===== src/rtl/hazard_stall_ctrl.sv =====
// Decode-side hazard controller: load-use and jr-in-ID stalls, jump flush, jr MEM bypass
// select, stall watchdog and saturating stall/jump counters.
module hazard_stall_ctrl #(
  parameter int unsigned CNT_W     = 32,
  parameter int unsigned MAX_STALL = 3
) (
  input  logic             clk,
  input  logic             reset,
  input  logic             ext_freeze,
  input  logic [4:0]       ID_rs,
  input  logic [4:0]       ID_rt,
  input  logic             ID_uses_rs,
  input  logic             ID_uses_rt,
  input  logic             ID_is_jr,
  input  logic             ID_jump,
  input  logic [4:0]       EXE_dst,
  input  logic             EXE_RegWrite,
  input  logic             EXE_MemRead,
  input  logic [4:0]       MEM_dst,
  input  logic             MEM_RegWrite,
  input  logic             MEM_MemRead,
  output logic             PC_write,
  output logic             IF_ID_write,
  output logic             ID_EX_bubble,
  output logic             IF_ID_flush,
  output logic             jr_fwd_mem,
  output logic             stall_err,
  output logic [CNT_W-1:0] stall_cycles,
  output logic [CNT_W-1:0] jump_count
);

  localparam int unsigned ConsecW = $clog2(MAX_STALL + 1);

  typedef enum logic [0:0] {StRun, StStall} stateE;

  stateE              stateQ;
  logic [ConsecW-1:0] consecQ;

  logic exeMatchRs, exeMatchRt, memMatchRs;
  logic loadUse, jrEx, jrMl, hazard, takenJump;

  // $0 is hard-wired, so a zero destination never creates a dependency.
  always_comb begin
    exeMatchRs = (EXE_dst != 5'd0) && (EXE_dst == ID_rs);
    exeMatchRt = (EXE_dst != 5'd0) && (EXE_dst == ID_rt);
    memMatchRs = (MEM_dst != 5'd0) && (MEM_dst == ID_rs);
    loadUse    = EXE_MemRead && ((exeMatchRs && ID_uses_rs) || (exeMatchRt && ID_uses_rt));
    jrEx       = ID_is_jr && EXE_RegWrite && exeMatchRs;
    jrMl       = ID_is_jr && MEM_MemRead && memMatchRs;
    hazard     = loadUse || jrEx || jrMl;
    jr_fwd_mem = ID_is_jr && MEM_RegWrite && !MEM_MemRead && memMatchRs;
    takenJump  = ID_jump && !hazard;
  end

  always_comb begin
    PC_write     = 1'b1;
    IF_ID_write  = 1'b1;
    ID_EX_bubble = 1'b0;
    IF_ID_flush  = 1'b0;
    if (reset) begin
      PC_write     = 1'b0;
      IF_ID_write  = 1'b0;
      ID_EX_bubble = 1'b1;
    end else if (ext_freeze) begin
      PC_write    = 1'b0;
      IF_ID_write = 1'b0;
    end else if (hazard) begin
      PC_write     = 1'b0;
      IF_ID_write  = 1'b0;
      ID_EX_bubble = 1'b1;
    end else if (ID_jump) begin
      IF_ID_flush = 1'b1;
    end
  end

  always_ff @(posedge clk) begin
    if (reset) begin
      stateQ       <= StRun;
      consecQ      <= '0;
      stall_err    <= 1'b0;
      stall_cycles <= '0;
      jump_count   <= '0;
    end else if (!ext_freeze) begin
      case (stateQ)
        StRun:   if (hazard)  stateQ <= StStall;
        StStall: if (!hazard) stateQ <= StRun;
        default: stateQ <= StRun;
      endcase
      if (hazard) begin
        if (consecQ != ConsecW'(MAX_STALL)) consecQ <= consecQ + ConsecW'(1);
        if (32'(consecQ) + 32'd1 >= MAX_STALL) stall_err <= 1'b1;
        if (stall_cycles != '1) stall_cycles <= stall_cycles + CNT_W'(1);
      end else begin
        consecQ <= '0;
      end
      if (takenJump && (jump_count != '1)) jump_count <= jump_count + CNT_W'(1);
    end
  end

endmodule

===== config.mk =====
export PLATFORM = sky130hd
export DESIGN_NAME = hazard_stall_ctrl
export DESIGN_NICKNAME = d
export VERILOG_FILES = /design/src/rtl/hazard_stall_ctrl.sv
export SDC_FILE = /design/constraint.sdc
export NUM_CORES = 1
export LEC_CHECK = 0
export CORE_MARGIN = 2
export CORE_UTILIZATION = 45
export CTS_BUF_LIST = sky130_fd_sc_hd__clkbuf_4 sky130_fd_sc_hd__clkbuf_8 sky130_fd_sc_hd__clkbuf_16
export DETAILED_ROUTE_END_ITERATION = 8
export PLACE_DENSITY_LB_ADDON = 0.12
export REMOVE_ABC_BUFFERS = 1
export SETUP_SLACK_MARGIN = 0.1
export SLEW_MARGIN = 30
export SYNTH_ARGS = -nofsm -noshare
export SYNTH_HDL_FRONTEND = slang
export SYNTH_SLANG_ARGS = --single-unit

===== constraint.sdc =====
create_clock -name clk -period 5.8 [get_ports clk]
set_input_delay 1.45 -clock clk [delete_from_list [all_inputs] [get_ports clk]]
set_output_delay 1.45 -clock clk [all_outputs]
set_load 0.1 [all_outputs]

# Yosys cells after proc, flatten, opt, wreduce, memory -nomap -nowiden
# Cells that the tools add are included.
[op_classes] n_addsub=4 n_lt_le_gt_ge=1 n_eq_ne=7 n_mux=12 n_bitwise=1 reduce_logical=26
[ops] cell="32-bit by 1-bit adder with 32-bit output, second input constant" n=2
[ops] cell="32-bit inequality test, second input constant" n=2
[ops] cell="5-bit equality test" n=3
[ops] cell="1-bit logical AND" n=15
[ops] cell="1-bit two-way mux" n=10
[ops] cell="5-bit nonzero test" n=2
[ops] cell="3-bit AND reduction" n=2
[ops] cell="2-bit two-way mux" n=2
[ops] cell="2-bit AND reduction" n=2
[ops] cell="2-bit by 1-bit adder with 3-bit output, second input constant" n=1
[ops] cell="3-bit by 2-bit greater-or-equal comparator with 1-bit output, second input constant" n=1
[ops] cell="1-bit logical OR" n=3
[ops] cell="2-bit by 1-bit adder with 2-bit output, second input constant" n=1
[ops] cell="1-bit zero test" n=2
[ops] cell="2-bit by 1-bit inequality test with 1-bit output, second input constant" n=1
[ops] cell="2-bit inequality test, second input constant" n=1
[ops] cell="1-bit inverter" n=1
[word_totals] register_bits=67 inputBits=31 output_inout_bits=70 elab_cells=55

# Depth between registers and ports, before layout
# Gate-level depths: netlist (run 1).
[depth] depth_word=11 mapped_depth=10 mapped_depth_nobuf=8

# Worst setup path after synthesis (run 1)
# OpenSTA, ideal clock, no wires.
[synth_timing] path_kind="input port to output port" from="input port EXE_dst[1]" to="output port IF_ID_flush" arrival_ns=4.713 required_ns=4.350 slack_ns=-0.363 cell_stages=5 path_buffers=1 path_cell_list="or4_1 o21ai_0 o2111ai_1 clkbuf_1 nor3_1"
[synth_between] elab_chain_cells=10 elab_cells_between_ends=15 classes_between="eq/ne (2); mux (3); reduce/logical (10)"
[synth_lines] element="start, declared" line="16" text="input logic [4:0] EXE_dst,"
[synth_lines] element="5-bit equality test, or another cell as far along" line="44" text="exeMatchRs = (EXE_dst != 5'd0) && (EXE_dst == ID_rs);"
[synth_lines] element="1-bit logical AND, on equally long branches" line="44, 45"
[synth_lines] element="1-bit logical AND" line="47" text="loadUse = EXE_MemRead && ((exeMatchRs && ID_uses_rs) || (exeMatchRt && ID_uses_rt));"
[synth_lines] element="1-bit logical OR" line="47"
[synth_lines] element="1-bit logical AND" line="47"
[synth_lines] element="1-bit logical OR * (2 in a row)" line="50" text="hazard = loadUse || jrEx || jrMl;"
[synth_lines] element="1-bit two-way mux *" line="67" text="end else if (hazard) begin"
[synth_lines] element="1-bit two-way mux *" line="64" text="end else if (ext_freeze) begin"
[synth_lines] element="1-bit two-way mux *" line="60" text="if (reset) begin"
[synth_lines] element="end, declared" line="25" text="output logic IF_ID_flush,"
# Every way passes the cells marked *; elsewhere a longest branch is shown, timed or not.

# Worst setup path after layout (run 1)
[layout_timing] from="input port EXE_dst[1]" to="output port PC_write"
[layout_between] elab_chain_cells=10 elab_cells_between_ends=15 classes_between="eq/ne (2); mux (3); reduce/logical (10)"
[layout_lines] element="5-bit equality test, or another cell as far along" line="44"
[layout_lines] element="1-bit logical AND, on equally long branches" line="44, 45"
[layout_lines] element="1-bit logical AND" line="47"
[layout_lines] element="1-bit logical OR" line="47"
[layout_lines] element="1-bit logical AND" line="47"
[layout_lines] element="1-bit logical OR * (2 in a row)" line="50"
[layout_lines] element="1-bit two-way mux *" line="67"
[layout_lines] element="1-bit two-way mux *" line="64"
[layout_lines] element="1-bit two-way mux *" line="60"
[layout_lines] element="end, declared" line="22" text="output logic PC_write,"
# Marked as above.

==> results.md, run 1 <==
* Outcome: complete, no violations
* # nets final at just under 600
* Kind of launch point of the worst setup path: input pin
* Area share of the largest cell type after synthesis at 36.98%
* Top metal layer carrying routed signals: met4
* Number of global-route vias before repair at ~3,300
* DIE HEIGHT at between 90 and 100 um
* Data arrival time of the worst path at approximately 3600 ps
* Number of cells upsized or downsized after cts at 0
* Number of DRC markers in iteration 0 at around 180
* Mapped cell area at roughly 0.0036 sq mm
* Mux share of post-synthesis cell area at less than 1%
* Number of buffers between clock root and the deepest sink at 2
* Vias at between 3,000 and 4,000
* Max-cap violations at 0
* Total routed wire length on the met1 layer at approximately 4.2 mm
* Library cell with the largest summed area after synthesis: dfxtp_1
* Instance count of the mapped netlist at 461
* Number of flip-flops and latches in the synthesized netlist at 67
* Parity-gate share of the synthesized area counting xor and xnor cells at ~15%
* Number of fill cells at 701
* Clock tree from TritonCTS: done
* Achievable frequency at 197.8 MHz
* Transition time at the pin with the least slew margin at around 1000 ps
* Met3 layer wire length in the routed design at around 660 um
* Clock insertion delay at the later pin of the skew report at approximately 350 ps
* Total of buffers placed on input and output ports at 100
* Synthesized-area fraction occupied by and/or/nand/nor cells at a little over a third
* Synthesized area per cell at 7.868 sq um
* Final count of hold timing violations at 0
* Portion of the post-synthesis area used by sequential elements at approximately 37%
* TritonCTS sink count at 67
* Top cells by count, synth: nor2_1 (73), dfxtp_1 (67), xnor2_1 (59)
* Most common cell in the synthesized netlist: nor2_1
* Initial DRT Pass Iterations at 5
* Number of ports placed on the die boundary at 101
* Synth-to-Final Area Change at 35.81%
* Required time of the critical path at roughly 4400 ps
* Final min period at roughly 5100 ps
* PnR Total Power at between 0.0009 and 0.001 W
* Number of buffers inserted during clock tree synthesis at 9
* Post-synth cell types at 37
* Pin count of the biggest net entering global routing at between 40 and 50
* Number of enable-type register cells in the synthesized netlist at 0
* RD Place Congestion at 0.7828
* Share of the clock period used by the worst path after layout at slightly below 90%
* Total of warnings raised by yosys at 0
* Sequential cell area at around 0.0013 sq mm
* Share of cells above drive strength 1 at ~5.8%
* Top area cells in the synthesized netlist: dfxtp_1 (37%), xnor2_1 (14%), nor2_1 (7.6%)
* Class of the most critical setup path: in2out
* Level count of the clock H-tree at 3
* Detailed-route wire length at ~9.4 mm
* Antenna diodes at 0
* Clk pin slew, worst setup/hold paths at ~80 ps
* Reg2reg setup slack at between 3000 and 4000 ps
* Highest net fanout along the worst path at 3
* Max Transition Viols Final at 0
* Top FF cell, synth: dfxtp_1
* Post-synthesis compound-gate area fraction at under 10%
* Post-CTS setup buffers at 0
* Total global routing track utilization at between 20% and 30%
* Adder-Cell Fraction of Synth Area at under 10%
* Area occupied by multi-input gates at approximately 0.0021 sq mm
* Horiz. Die Dim at approximately 94 um
* Critical Path End Type: output port
* Dominant combinational cell family by area after synthesis: simple AND/OR/NAND/NOR gates
* Global-route wire length before repair at between 15 and 20 mm
* Half-perimeter wire length after placement at around 6.5 mm
* Standard cell area after detailed placement at ~0.0047 sq mm
* Setup Viol. Count Final at 0
* Ratio of routed vias to standard cells at approximately 5.4
* Unrepaired setup endpoints after global routing: no
* Library cell used as clock root buffer: clkbuf_8
* Overflow left after global routing at 0
* Hold crit path type: reg2reg
* Fraction of synthesis flops using an asynchronous set or reset pin at 0%
* Post-CTS Hold Buffers at 0
* PD cells at between 150 and 200 mW/mm^2
* Endpoint of the worst-slack reg-to-reg timing path: stall_cycles[25]
* Timing startpoint of the critical path: EXE_dst[1]
* Initial cell density of the core at between 40% and 50%
* Worst slew margin relative to its limit at roughly a third
* Residual DRC at 0
* Worst setup endpoint: PC_write
* Average detailed-routed wire length per instance at approximately 14 um
* Number of cell rows at 32
* Met2 wire length at 4.369 mm
* Clock tree skew after final layout at approximately 11 ps
* Number of antenna-violating nets in the routed design at 0
* Startpoint of the worst-slack reg-to-reg timing path: stall_cycles[0]
* Maximum vdd ir drop at 0.0001208 V
* Core region area at ~0.0078 sq mm
* Worst Reg2Reg Path Length in Cells at 8
* Antenna violations before repair at 0
* Final cell area excluding filler cells at 0.004926 sq mm
* DIE AREA at ~0.0088 sq mm
* Leakage power summed over all cells at 1.586 nW
[kinds of logic after synthesis]
family	Yosys count
AOI/OAI and AO/OA	31
and+or+nand+nor	255
adders and majority gates	5
muxes	2
buffers and inverters	37
DFF	67
xor gates and xnor gates	64
[state kept, by name, summed over array words and instances, names as in the netlist]
| name | cells |
|---|---|
| consecQ | 2 |
| jump_count | 32 |
| stall_cycles | 32 |
| stall_err | 1 |
[cell usage in the layout (no fill, tap or decap), types with 7 or more instances in the layout]
cell type        instances
o21ai_0                 15
buf_4                    7
clkbuf_8                10
or4_1                    8
and3_1                  13
clkdlybuf4s50_1         94
inv_1                   10
a21oi_1                 10
nor3_1                  36
nor2_1                  73
dfxtp_1                 67
nor4_1                  12
nand3_1                 28
xnor2_1                 59
nand2_1                 26
nand4_1                 31
[layout make-up]
cell class              count  area share (%)
multi-input cells         357           43.31
flip-flops and latches     67           27.23
repair buffers            106           21.89
clock buffers              11           2.946
well taps                 102           2.591
clock inverters             5           1.270
inverters                  10          0.7620
[layer usage]
metal  GRT usage (%)  up-vias
met2           34.23      102
met1           28.31     1670
met4           6.280        0
met3           5.859       11
li1                -     1800
met5               0        -
[power by group]
group / switching [W] / total [W] / leakage [nW] / internal [W]
logic: 0.0000591 / 0.0000978 / 0.947 / 0.0000386
registers: 0.00000195 / 0.000463 / 0.540 / 0.000461
clock network: 0.000188 / 0.000405 / 0.0992 / 0.000217
total: 0.000249 / 0.000965 / 1.59 / 0.000716
[critical path, stage by stage]
cell and delay [ps]:
clkdlybuf4s50_1 480, or4_1 580, o21ai_0 280, o2111ai_2 190, nor2_1 380, buf_12 230
[through the flow]
| stage | hold WS, ps | TNS, ps | utilization, % | instances | setup WS, ps |
|---|---|---|---|---|---|
| finish | 448.6 | 0 | 63.42 | 658 | 745.6 |
| global route | 494.1 | 0 | 63.42 | 658 | 678.1 |
| CTS | 448.5 | 0 | 63.42 | 658 | 745.9 |
| detailed placement | 437.9 | 0 | 60.74 | 642 | 751.6 |
| global placement | 432.4 | 0 | 60.74 | 642 | 854.4 |
| floorplan | 514.4 | -3806 | - | 434 | -1423 |
[worst min-delay path by stage]
stage                from    endpoint  cells after the start
2_1_floorplan  consecQ[1]  consecQ[1]                      2
3_3_place_gp    stall_err   stall_err                      2
3_5_place_dp    stall_err   stall_err                      2
4_1_cts         stall_err   stall_err                      2
5_1_grt         stall_err   stall_err                      2
6_report        stall_err   stall_err                      2
Power figures use the tool's default switching activity.
==> run 2: changes to the inputs <==
- SLEW_MARGIN: 30 -> unset
==> results of run 2 <==
The final DEF is identical to that of run 1; final timing and power are the same.
==> run 3: changes to the inputs <==
- CORE_UTILIZATION: 45 -> 40
==> results.md, run 3 (synthesized netlist as in run 1, its figures left out) <==
* Area occupied by multi-input gates at 0.002133 sq mm (unchanged)
* Final min period at 5060 ps (+5.943 ps)
* Kind of launch point of the worst setup path: input pin
* Overflow left after global routing at 0 (unchanged)
* Unrepaired setup endpoints after global routing: no
* Final cell area excluding filler cells at 0.004992 sq mm (+1.3%)
* TritonCTS sink count at 67 (unchanged)
* DIE HEIGHT at 99.23 um (+5.8%)
* Global-route wire length before repair at 15.77 mm (+2.6%)
* Initial DRT Pass Iterations at 4 (-1)
* Max Transition Viols Final at 0 (unchanged)
* Post-CTS Hold Buffers at 0 (unchanged)
* Most common library cell in the layout ignoring fill and taps: clkdlybuf4s50_1
* Pin count of the biggest net entering global routing at 34 (-24%)
* Detailed-route wire length at 9.564 mm (+2.3%)
* Leakage power summed over all cells at 1.622 nW (+2.3%)
* Setup Viol. Count Final at 0 (unchanged)
* Number of cell rows at 34 (+6.3%)
* Number of ports placed on the die boundary at 101 (unchanged)
* Half-perimeter wire length after placement at 6.683 mm (+2.5%)
* Ratio of routed vias to standard cells at 5.405 (-0.75%)
* Part of the total power dissipated in the clock network at 46.9% (+5.0 points)
* Standard cell area after detailed placement at 0.004733 sq mm (+0.32%)
* Synth-to-Final Area Change at 37.63%
* Number of cells upsized or downsized after cts at 0 (unchanged)
* Internal portion of total power at 0.0008114 W (+13%)
* Crit-path leading delay family: simple AND/OR/NAND/NOR gates
* RD Place Congestion at 0.8185 (+4.6%)
* Maximum vdd ir drop at 0.0001456 V (+21%)
* Max-cap violations at 0 (unchanged)
* Average detailed-routed wire length per instance at 14.38 um (+1.2%)
* Logic pwr share at 9.3% (-0.8 points)
* Number of buffers between clock root and the deepest sink at 2 (unchanged)
* Antenna diodes at 0 (unchanged)
* Outcome: complete, no violations
* Antenna violations before repair at 0 (unchanged)
* Total global routing track utilization at 19.38% (-2.0 points)
* Residual DRC at 0 (unchanged)
* Share of the clock period used by the worst path after layout at 87.25% (+0.10 points)
* Critical Path End Type: output port
* Highest net fanout along the worst path at 3 (unchanged)
* Number of buffers inserted during clock tree synthesis at 9 (unchanged)
* Number of antenna-violating nets in the routed design at 0 (unchanged)
* Final count of hold timing violations at 0 (unchanged)
* Slowest cell on the critical path: or4_1
* Data arrival time of the worst path at 3610 ps (about the same)
* CP peak stage delay at 580 ps (about the same)
* Share of cells above drive strength 1 at 5.925% (+0.17 points)
* Library cell used as clock root buffer: clkbuf_8
* Clock tree from TritonCTS: done
* Initial cell density of the core at 41.39% (-5.3 points)
* Worst slew margin relative to its limit at 32.26% (+0.30 points)
* Vias at 3,594 (+0.31%)
* Horiz. Die Dim at 99.23 um (+5.8%)
* Clock tree skew after final layout at 11.75 ps (+0.4831 ps)
* Final hold slack at 451.5 ps (+2.907 ps)
* Level count of the clock H-tree at 3 (unchanged)
* Most frequent cells in the layout: clkdlybuf4s50_1 (94), nor2_1 (73), dfxtp_1 (67)
* Core region area at 0.008763 sq mm (+13%)
* Transition time at the pin with the least slew margin at 1013 ps (-4.486 ps)
* Fraction of power spent switching nets at 23.24% (-2.6 points)
* Cell breakdown of the critical path: clkdlybuf4s50_1 -> or4_1 -> o21ai_0 -> o2111ai_2 -> nor2_1 -> buf_12
* Class of the most critical setup path: in2out
* # nets final at 588 (+0.17%)
* Number of fill cells at 816 (+16%)
* Post-CTS setup buffers at 0 (unchanged)
* Sequential cell area at 0.001341 sq mm (unchanged)
* Required time of the critical path at 4350 ps (about the same)
* Hold crit path type: reg2reg
* Number of global-route vias before repair at 3,399 (+4.4%)
* Achievable frequency at 197.6 MHz (-0.12%)
* Largest registers ranked by flip-flop count: jump_count: 32 flops, stall_cycles: 32 flops, consecQ: 2 flops
* PD cells at 211.7 mW/mm^2 (+8.0%)
* Total of buffers placed on input and output ports at 100 (unchanged)
* Seq pwr share at 43.8% (-4.1 points)
* Clk pin slew, worst setup/hold paths at 70 ps (about the same)
* Number of DRC markers in iteration 0 at 181 (+3.4%)
* DIE AREA at 0.009846 sq mm (+12%)
* Clock insertion delay at the later pin of the skew report at 340 ps (about the same)
* Number of buffer and inverter stages on the critical path at 2 (unchanged)
* Psw at 0.0002456 W (-1.5%)
[run 3: cell count changes in the layout (fill, tap and decap cells not counted)]
cell / delta
clkinvlp_4: -2
clkinv_4: -1
bufinv_16: +2
inv_6: +1
clkbuf_8: +1
buf_4: +1
clkbuf_4: -1
[run 3: path summary, 6_finish.rpt]
check	startpoint	endpoint	slack, ps	cells past startpoint
hold / removal	stall_err	stall_err	450	2
setup / recovery	EXE_dst[1]	IF_ID_write	740	6
hold reg to reg	stall_err	stall_err	450	2
setup reg to reg	stall_cycles[0]	stall_cycles[31]	2970	8
[run 3: worst min-delay path: cells and delay by family (launching register included)]
kind,cells,cell delay [ps]
flip-flops,1,310
buffers and inverters,1,50
AO/OA/AOI/OAI,1,50
[run 3: layout make-up]
class / instances / area share, %
Tap cell: 108 / 2.707
Multi-Input combinational cell: 357 / 42.73
Clock inverter: 5 / 2.155
Sequential cell: 67 / 26.87
Clock buffer: 11 / 3.033
Inverter: 10 / 0.7519
Timing Repair Buffer: 107 / 21.75
[run 3: power by group through the flow]
| stage | Clock, W | Combinational [W] | Sequential (W) |
|---|---|---|---|
| final | 0.000496 | 0.0000985 | 0.000463 |
| after global routing | 0.000532 | 0.000105 | 0.000463 |
| after CTS | 0.000509 | 0.0000991 | 0.000463 |
| after detailed placement | 0 | 0.0000987 | 0.000474 |
| after global placement | 0 | 0.0000979 | 0.000474 |
| after floorplan | 0 | 0.0000368 | 0.000481 |
[run 3: metrics by stage]
step / utilization, % / power (W) / worst slack (ps) / TNS, ps / cells
4_1_cts: 56.97 / 0.001071 / 726.9 / 0 / 665
2_1_floorplan: - / 0.0005181 / -1423 / -3806 / 434
3_3_place_gp: 54.01 / 0.0005716 / 789.4 / 0 / 649
3_5_place_dp: 54.01 / 0.0005725 / 736.3 / 0 / 649
5_1_grt: 56.97 / 0.001100 / 596.3 / 0 / 665
6_report: 56.97 / 0.001057 / 739.7 / 0 / 665
[run 3: metal layers]
metal  up-vias  GRT usage [%]  part of all wire (%)
met5         -              0                     0
met4         0          7.060                  0.95
met3         7          4.357                   7.2
met2       100          31.39                    45
met1      1679          25.35                    46
li1       1808              -                     -
